$ cat src/rtl/conv_pass_sequencer.sv
// conv_pass_sequencer
//   Runs the convolution layer once per input channel of a multi-channel
//   feature map.
//   Each pass does the following steps:
//     - resets the layer;
//     - streams the channel's MxM activations from the activation BRAM
//       (1-cycle read latency);
//     - waits for the layer's done.
//   Channel 0 overwrites the output, the middle channels accumulate, and the
//   last channel accumulates and saves to RAM.
//
// Ports
//   clk_i, rst_i          clock, synchronous active-high reset
//   start_i, abort_i      sequence start (IDLE only) / abort (non-IDLE only)
//   channels_i            C, latched at start
//   matrix_size_i         M, latched at start
//   base_addr_i           activation base address, latched at start
//   act_rd_en_o           activation BRAM read enable
//   act_addr_o            activation BRAM read address
//   act_data_i            BRAM data, one cycle after the read
//   layer_rst_o           layer reset (also high while rst_i is high)
//   layer_run_o           layer run, aligned with layer_data_o
//   layer_data_o          registered activation word to the layer
//   accumulate_o          layer config: accumulate onto the previous result
//   save_to_ram_o         layer config: save the result on this pass
//   channel_o             current channel, selects the weight bank
//   layer_done_i          layer done status
//   busy_o                sequence active
//   done_o                one-cycle completion pulse
//   error_o               sticky error, cleared by the next accepted start
module conv_pass_sequencer #(
  parameter int MaxMatrixSize = 16383,
  parameter int MaxChannels   = 1024,
  parameter int KernelSize    = 3,
  parameter int N             = 16,
  parameter int TimeoutCycles = 65535,
  parameter int AddrW         = $clog2(64'(MaxMatrixSize) * 64'(MaxMatrixSize) * 64'(MaxChannels))
) (
  input  logic                             clk_i,
  input  logic                             rst_i,
  input  logic                             start_i,
  input  logic                             abort_i,
  input  logic [$clog2(MaxChannels+1)-1:0] channels_i,
  input  logic [13:0]                      matrix_size_i,
  input  logic [AddrW-1:0]                 base_addr_i,
  output logic                             act_rd_en_o,
  output logic [AddrW-1:0]                 act_addr_o,
  input  logic [N-1:0]                     act_data_i,
  output logic                             layer_rst_o,
  output logic                             layer_run_o,
  output logic [N-1:0]                     layer_data_o,
  output logic                             accumulate_o,
  output logic                             save_to_ram_o,
  output logic [$clog2(MaxChannels)-1:0]   channel_o,
  input  logic                             layer_done_i,
  output logic                             busy_o,
  output logic                             done_o,
  output logic                             error_o
);

  localparam int CW  = $clog2(MaxChannels + 1);
  localparam int CHW = $clog2(MaxChannels);
  localparam int PW  = 28;                        // width of M*M for a 14-bit M
  localparam int TW  = $clog2(TimeoutCycles + 1);

  localparam logic [TW-1:0] TMO_LAST = TW'(TimeoutCycles - 1);

  localparam logic [2:0] S_IDLE   = 3'd0;
  localparam logic [2:0] S_CLEAR  = 3'd1;
  localparam logic [2:0] S_STREAM = 3'd2;
  localparam logic [2:0] S_DRAIN  = 3'd3;
  localparam logic [2:0] S_FINISH = 3'd4;
  localparam logic [2:0] S_ABORT  = 3'd5;

  logic [2:0]       r_state;
  logic [CW-1:0]    r_c;
  logic [PW-1:0]    r_mm;
  logic [CHW-1:0]   r_ch;
  logic [PW-1:0]    r_p;
  logic [AddrW-1:0] r_chan_base;
  logic [AddrW-1:0] r_addr;
  logic [TW-1:0]    r_tmo;
  logic             r_rd_en;
  logic             r_rd_d1;
  logic             r_got_first;
  logic             r_run;
  logic [N-1:0]     r_data;
  logic             r_lrst;
  logic             r_busy;
  logic             r_done;
  logic             r_err;
  logic             r_acc;
  logic             r_save;

  logic [2:0]       w_next;
  logic             w_cfg_bad;
  logic             w_start_ok;
  logic             w_last_ch;
  logic             w_stream_end;
  logic             w_tmo_fire;
  logic [CHW-1:0]   w_ch_next;
  logic [CW-1:0]    w_c_eff;
  logic             w_save_next;
  logic [PW-1:0]    w_mm;

  // Start-parameter validation and per-pass status terms.
  // C above MaxChannels is also rejected: the channel register could never
  // reach C-1, so such a sequence would never finish.
  always_comb begin
    w_cfg_bad    = (channels_i == CW'(0))
                 || (channels_i > CW'(MaxChannels))
                 || (matrix_size_i < 14'(KernelSize))
                 || ({1'b0, matrix_size_i} > 15'(MaxMatrixSize));
    w_start_ok   = start_i && !w_cfg_bad;
    w_mm         = PW'(matrix_size_i) * PW'(matrix_size_i);
    w_last_ch    = (CW'(r_ch) == (r_c - CW'(1)));
    w_stream_end = (r_p == (r_mm - PW'(1)));
    w_tmo_fire   = (r_state == S_DRAIN) && !abort_i && !layer_done_i && (r_tmo == TMO_LAST);
  end

  // Next-state selection.
  // Priority order: abort first, then layer done, then timeout.
  always_comb begin
    w_next = r_state;
    case (r_state)
      S_IDLE: begin
        if (w_start_ok) w_next = S_CLEAR;
        else            w_next = S_IDLE;
      end
      S_CLEAR: begin
        if (abort_i) w_next = S_ABORT;
        else         w_next = S_STREAM;
      end
      S_STREAM: begin
        if (abort_i)           w_next = S_ABORT;
        else if (w_stream_end) w_next = S_DRAIN;
        else                   w_next = S_STREAM;
      end
      S_DRAIN: begin
        if (abort_i)           w_next = S_ABORT;
        else if (layer_done_i) w_next = w_last_ch ? S_FINISH : S_CLEAR;
        else if (w_tmo_fire)   w_next = S_ABORT;
        else                   w_next = S_DRAIN;
      end
      S_FINISH: begin
        if (abort_i) w_next = S_ABORT;
        else         w_next = S_IDLE;
      end
      S_ABORT: w_next = S_IDLE;
      default: w_next = S_IDLE;
    endcase
  end

  // Channel index and config bits for the pass that the next CLEAR starts.
  // In IDLE, C comes straight from the input because it is being latched.
  always_comb begin
    if (r_state == S_IDLE) begin
      w_ch_next = w_start_ok ? CHW'(0) : r_ch;
      w_c_eff   = channels_i;
    end else if ((r_state == S_DRAIN) && (w_next == S_CLEAR)) begin
      w_ch_next = r_ch + CHW'(1);
      w_c_eff   = r_c;
    end else begin
      w_ch_next = r_ch;
      w_c_eff   = r_c;
    end
    w_save_next = (CW'(w_ch_next) == (w_c_eff - CW'(1)));
  end

  // State register and registered control outputs.
  always_ff @(posedge clk_i) begin
    if (rst_i) begin
      r_state <= S_IDLE;
      r_busy  <= 1'b0;
      r_lrst  <= 1'b0;
      r_rd_en <= 1'b0;
      r_done  <= 1'b0;
    end else begin
      r_state <= w_next;
      r_busy  <= (w_next != S_IDLE);
      r_lrst  <= (w_next == S_CLEAR) || (w_next == S_ABORT);
      r_rd_en <= (w_next == S_STREAM);
      r_done  <= (w_next == S_FINISH) || ((r_state == S_IDLE) && start_i && w_cfg_bad);
    end
  end

  // Latched sequence parameters, channel base, read address and pixel counter.
  always_ff @(posedge clk_i) begin
    if (rst_i) begin
      r_c         <= '0;
      r_mm        <= '0;
      r_ch        <= '0;
      r_p         <= '0;
      r_chan_base <= '0;
      r_addr      <= '0;
    end else begin
      r_ch <= w_ch_next;
      if ((r_state == S_IDLE) && w_start_ok) begin
        r_c         <= channels_i;
        r_mm        <= w_mm;
        r_chan_base <= base_addr_i;
      end else if ((r_state == S_DRAIN) && (w_next == S_CLEAR)) begin
        r_chan_base <= r_chan_base + AddrW'(r_mm);
      end else begin
        r_chan_base <= r_chan_base;
      end
      // r_addr tracks base + ch*M*M + p without a multiplier.
      if (r_state == S_STREAM) begin
        r_p    <= r_p + PW'(1);
        r_addr <= r_addr + AddrW'(1);
      end else if (r_state == S_CLEAR) begin
        r_p    <= '0;
        r_addr <= r_chan_base;
      end else begin
        r_p    <= '0;
        r_addr <= r_addr;
      end
    end
  end

  // Activation datapath.
  // Read data returns one cycle after the read and is then registered, so
  // run follows the read enable by two register stages; it stays high in
  // DRAIN once the first word has arrived.
  always_ff @(posedge clk_i) begin
    if (rst_i) begin
      r_rd_d1     <= 1'b0;
      r_data      <= '0;
      r_run       <= 1'b0;
      r_got_first <= 1'b0;
    end else begin
      r_rd_d1 <= r_rd_en;
      r_data  <= act_data_i;
      r_run   <= ((w_next == S_STREAM) || (w_next == S_DRAIN))
              && (r_rd_d1 || ((w_next == S_DRAIN) && r_got_first));
      if (w_next == S_CLEAR) r_got_first <= 1'b0;
      else if (r_rd_d1)      r_got_first <= 1'b1;
      else                   r_got_first <= r_got_first;
    end
  end

  // Per-pass layer config.
  // The bits are loaded on entry to CLEAR and then held through DRAIN.
  always_ff @(posedge clk_i) begin
    if (rst_i) begin
      r_acc  <= 1'b0;
      r_save <= 1'b0;
    end else if (w_next == S_CLEAR) begin
      r_acc  <= (w_ch_next != CHW'(0));
      r_save <= w_save_next;
    end else begin
      r_acc  <= r_acc;
      r_save <= r_save;
    end
  end

  // DRAIN timeout counter, re-armed whenever DRAIN is left.
  always_ff @(posedge clk_i) begin
    if (rst_i)                  r_tmo <= '0;
    else if (r_state == S_DRAIN) r_tmo <= r_tmo + TW'(1);
    else                        r_tmo <= '0;
  end

  // Sticky error flag.
  // Any start seen in IDLE rewrites it with that start's validity.
  always_ff @(posedge clk_i) begin
    if (rst_i)                              r_err <= 1'b0;
    else if ((r_state == S_IDLE) && start_i) r_err <= w_cfg_bad;
    else if (w_tmo_fire)                    r_err <= 1'b1;
    else                                    r_err <= r_err;
  end

  assign act_rd_en_o   = r_rd_en;
  assign act_addr_o    = r_addr;
  assign layer_rst_o   = r_lrst | rst_i;
  assign layer_run_o   = r_run;
  assign layer_data_o  = r_data;
  assign accumulate_o  = r_acc;
  assign save_to_ram_o = r_save;
  assign channel_o     = r_ch;
  assign busy_o        = r_busy;
  assign done_o        = r_done;
  assign error_o       = r_err;

endmodule

$ cat config.mk
export PLATFORM = sky130hd
export DESIGN_NAME = conv_pass_sequencer
export DESIGN_NICKNAME = d
export VERILOG_FILES = /design/src/rtl/conv_pass_sequencer.sv
export SDC_FILE = /design/constraint.sdc
export NUM_CORES = 1
export LEC_CHECK = 0
export ABC_AREA = 1
export BUFFER_PORTS_ARGS = -buffer_cell sky130_fd_sc_hd__buf_4
export CAP_MARGIN = 30
export CORE_ASPECT_RATIO = 1.1
export CORE_MARGIN = 2
export CORE_UTILIZATION = 34
export CTS_CLUSTER_SIZE = 40
export DETAILED_ROUTE_END_ITERATION = 6
export SLEW_MARGIN = 20
export SYNTH_ARGS = -nofsm -noshare
export SYNTH_HDL_FRONTEND = slang
export SYNTH_SLANG_ARGS = --single-unit
$ cat constraint.sdc
create_clock -name clk_i -period 6.9 [get_ports clk_i]
set_clock_uncertainty 0.1 [all_clocks]
set_input_delay 0.345 -clock clk_i [delete_from_list [all_inputs] [get_ports clk_i]]
set_output_delay 0.345 -clock clk_i [all_outputs]
set_load 0.02 [all_outputs]
==> run metrics <==
detailed-route DRC error count=0; Detailed Place HPWL=around 40000 µm; post_cts resized=0; Num Clock Sinks=197; clock buffer count from CTS=17; clock buffer depth=2; # setup viols final=0; fin crit period=6.04 ns; row count=between 80 and 90; Synth cell types=55; yosys warns=0; worst-case reg-to-reg path depth=18; CP delay by family, top=adder cells; Pre-Repair DR Iteration Count=5; Worst Hold End=r_c[2]$_SDFFE_PP0P_; GP Congestion=0.879; Critical R2R Capture=accumulate_o$_SDFFE_PP0N_; Max Clk Rate=0.166 GHz; drt wl/cell=15.2 µm; cell leakage power=approximately 9.8 nW; Die W=about 220 µm; Hold Slack=approximately 0.046 ns; global-route wire length before repair=approximately 84000 µm; RSZ-0062 raised after global routing=no; Synth Cell Area=17900 µm²; top-area cell type share of the netlist area=0.220; final setup TNS=0 ns; most frequent CP cell=fa_1; die area=around 55000 µm²; Seq/Total Area, Yosys=0.220; DRT iter0 DRCs=between 900 and 1000; Clock transition at path regs=roughly 0.070 ns; Post-synth ARST share=0; initial antenna violation count=2; CP max stage delay=just under 0.6 ns; required time worst endpoint=~7 ns; Slew @ Worst Pin=approximately 0.85 ns; Avg Synthesized Cell Area=6.91 µm²; Detailed Route WL=~52000 µm; CTS tree=built; Worst Hold Launch=channels_i[2]; slew margin rel.=0.432; hold path depth=3; Layout area overhead=14.1%; CTS root buffer=clkbuf_16; max-slew violation count=0; Final #Nets=around 3000; CTS H-tree lvls=4; most common flop cell mapped by yosys=dfxtp_1; largest net degree at the start of global routing=81; Die Height=between 200 and 250 µm; share of cells above drive strength 1=0.0919; Min-Delay Path Class=input pin to flop; n_diodes=0; Worst R2R Setup Slack=a little over 2 ns; vias in the first global route=roughly 17000; Startpoint Class=input pin; CP Capture Type=flop; Clock Latency Late Sink=approximately 0.48 ns; routed via count=roughly 17000; Antenna Nets Post-Route=0; Final Cycle Share=0.875; gr ovfl total=0; PortBufs=155; Total Routing Usage GR=0.191; post-synth top area cell=dfxtp_1; Via-to-Cell Ratio=between 4 and 5; initial core utilization=0.342; r2r startpoint=r_state[2]$_SDFF_PP0_; Peak VDD IR=approximately 270 µV; crit-path max FO=15; fill cell count=between 5000 and 6000; Max-Cap Viols=0; Crit Path Class=input pin to flop; status=finished, final reports clean; number of synthesized flops with an enable pin=0; Syn Inst Count=2591; Net Count, Synth=about 2900; power per cell area=299 nW/µm²; Synth Register Bits=just under 200; # IOs=156; CP cell instances=buf_4 > nand2_1 > inv_1 > fa_1 > fa_1 > fa_1 > inv_1 > fa_1 > fa_1 > inv_1 > fa_1 > ha_1 > a21oi_1 > o21ai_0 > a21boi_0 > o21ai_0 > a21boi_0 > o21bai_1 > a21boi_0 > o21ai_0 > nand2_1 > nand2_1 > o221ai_1 > inv_1; Bufs and invs on worst path=5; critical path's slowest cell=fa_1; Placeable Area=52300 µm²; Hold Fails Final Rpt=0; crit path DAT=approximately 6.3 ns; ranking of synthesized cells by area=dfxtp_1 22%, fa_1 13%, nand2_1 13%, inv_1 9.1%, ha_1 8.7%
-- worst max-delay path by stage --
stage / from / to / slack [ns] / cells after the start
after global placement: matrix_size_i[2] / r_mm[26]$_SDFFE_PP0P_ / 0.39 / 24
after detailed placement: matrix_size_i[2] / r_mm[26]$_SDFFE_PP0P_ / 0.34 / 24
after floorplan: matrix_size_i[3] / r_mm[24]$_SDFFE_PP0P_ / 0.84 / 23
after global routing: matrix_size_i[2] / r_mm[26]$_SDFFE_PP0P_ / 0.37 / 24
final: matrix_size_i[2] / r_mm[26]$_SDFFE_PP0P_ / 0.86 / 24
after CTS: matrix_size_i[2] / r_mm[26]$_SDFFE_PP0P_ / 0.86 / 24
-- worst min-delay path, cell delays in order --
cell and delay [ns]:
buf_4 0.13, inv_1 0.05, a21oi_1 0.05
-- state kept, by name, summed over array words and instances (netlist names) --
name,cells
act_addr_o,38
accumulate_o,1
r_lrst,1
r_got_first,1
r_tmo,16
r_chan_base,38
done_o,1
r_c,11
r_rd_d1,1
layer_run_o,1
error_o,1
busy_o,1
save_to_ram_o,1
layer_data_o,16
r_state,3
act_rd_en_o,1
r_p,28
r_mm,27
channel_o,10
-- cells in the final DEF, fill, tap and decap left out, types with 7 or more instances in the layout --
cell,n
a21oi_1,180
a221oi_1,7
a31oi_1,30
buf_4,164
clkbuf_16,17
dfxtp_1,197
dlygate4sd3_1,16
fa_1,118
ha_1,124
inv_1,435
nand2_1,610
nand3_1,110
nand3b_1,10
nand4_1,34
nor2_1,218
nor3_1,41
nor3_2,7
nor4_1,18
o21a_1,7
o21ai_0,135
o21ai_1,8
o21bai_1,15
o221ai_1,14
or2_2,17
xnor2_1,37
xor2_1,76
-- cells by family (layout without fill, tap and decap cells) --
family / count (synthesis) / in the layout / share of synthesized area
xor+xnor: 113 / 113 / 0.0553
fa+ha+maj: 242 / 242 / 0.219
simple gates: 1095 / 1095 / 0.262
buf+inv: 515 / 655 / 0.109
flops: 197 / 197 / 0.220
compound gates: 429 / 429 / 0.135
-- synthesized netlist by cell type, types with 8 or more instances --
cell type	n
a31oi_1	30
fa_1	118
or2_2	17
o21ai_1	8
nor2_1	218
ha_1	124
clkbuf_1	64
nor3_1	42
o21ai_0	135
inv_1	435
nand2_1	610
nand4_1	34
nand3b_1	10
dfxtp_1	197
xnor2_1	37
xor2_1	76
nand3_1	110
a21oi_1	180
o21bai_1	15
nor4_1	18
o221ai_1	14
-- metal layers --
metal	global-route usage	vias up	wire [µm]
met5	0	-	33
met4	0.0568	4	1010
met3	0.0274	50	2250
met2	0.328	332	24400
met1	0.248	7865	24100
li1	-	8539	-
-- final cells by class --
class	instances	area (µm²)	area share
clock inverters	14	118	0.00576
well taps	675	845	0.0413
flip-flops and latches	197	3940	0.193
inverters	442	1660	0.0812
clock buffers	18	439	0.0215
repair buffers	181	1400	0.0687
multi-input cells	1879	12000	0.588
-- per-stage QoR --
stage	worst slack [ns]	utilization	power [mW]	area, µm²	std cells
floorplan	0.843	-	4.28	17900	2591
detailed placement	0.344	0.377	5.13	19700	3358
finish	0.863	0.391	6.11	20400	3406
global route	0.372	0.391	6.79	20400	3406
global placement	0.391	0.377	5.09	19700	3357
CTS	0.856	0.391	6.17	20400	3406
-- timing repair --
action                    4_1_cts  5_1_grt
buffers inserted                0        0
hold endpoints to repair       16        0
hold buffers                   16        0
-- report_power, final --
part	internal, mW	switching, mW
clock	0.480	0.505
combinational	1.53	2.25
sequential	1.22	0.130
total	3.23	2.88
(Power assumes the default switching activity.)
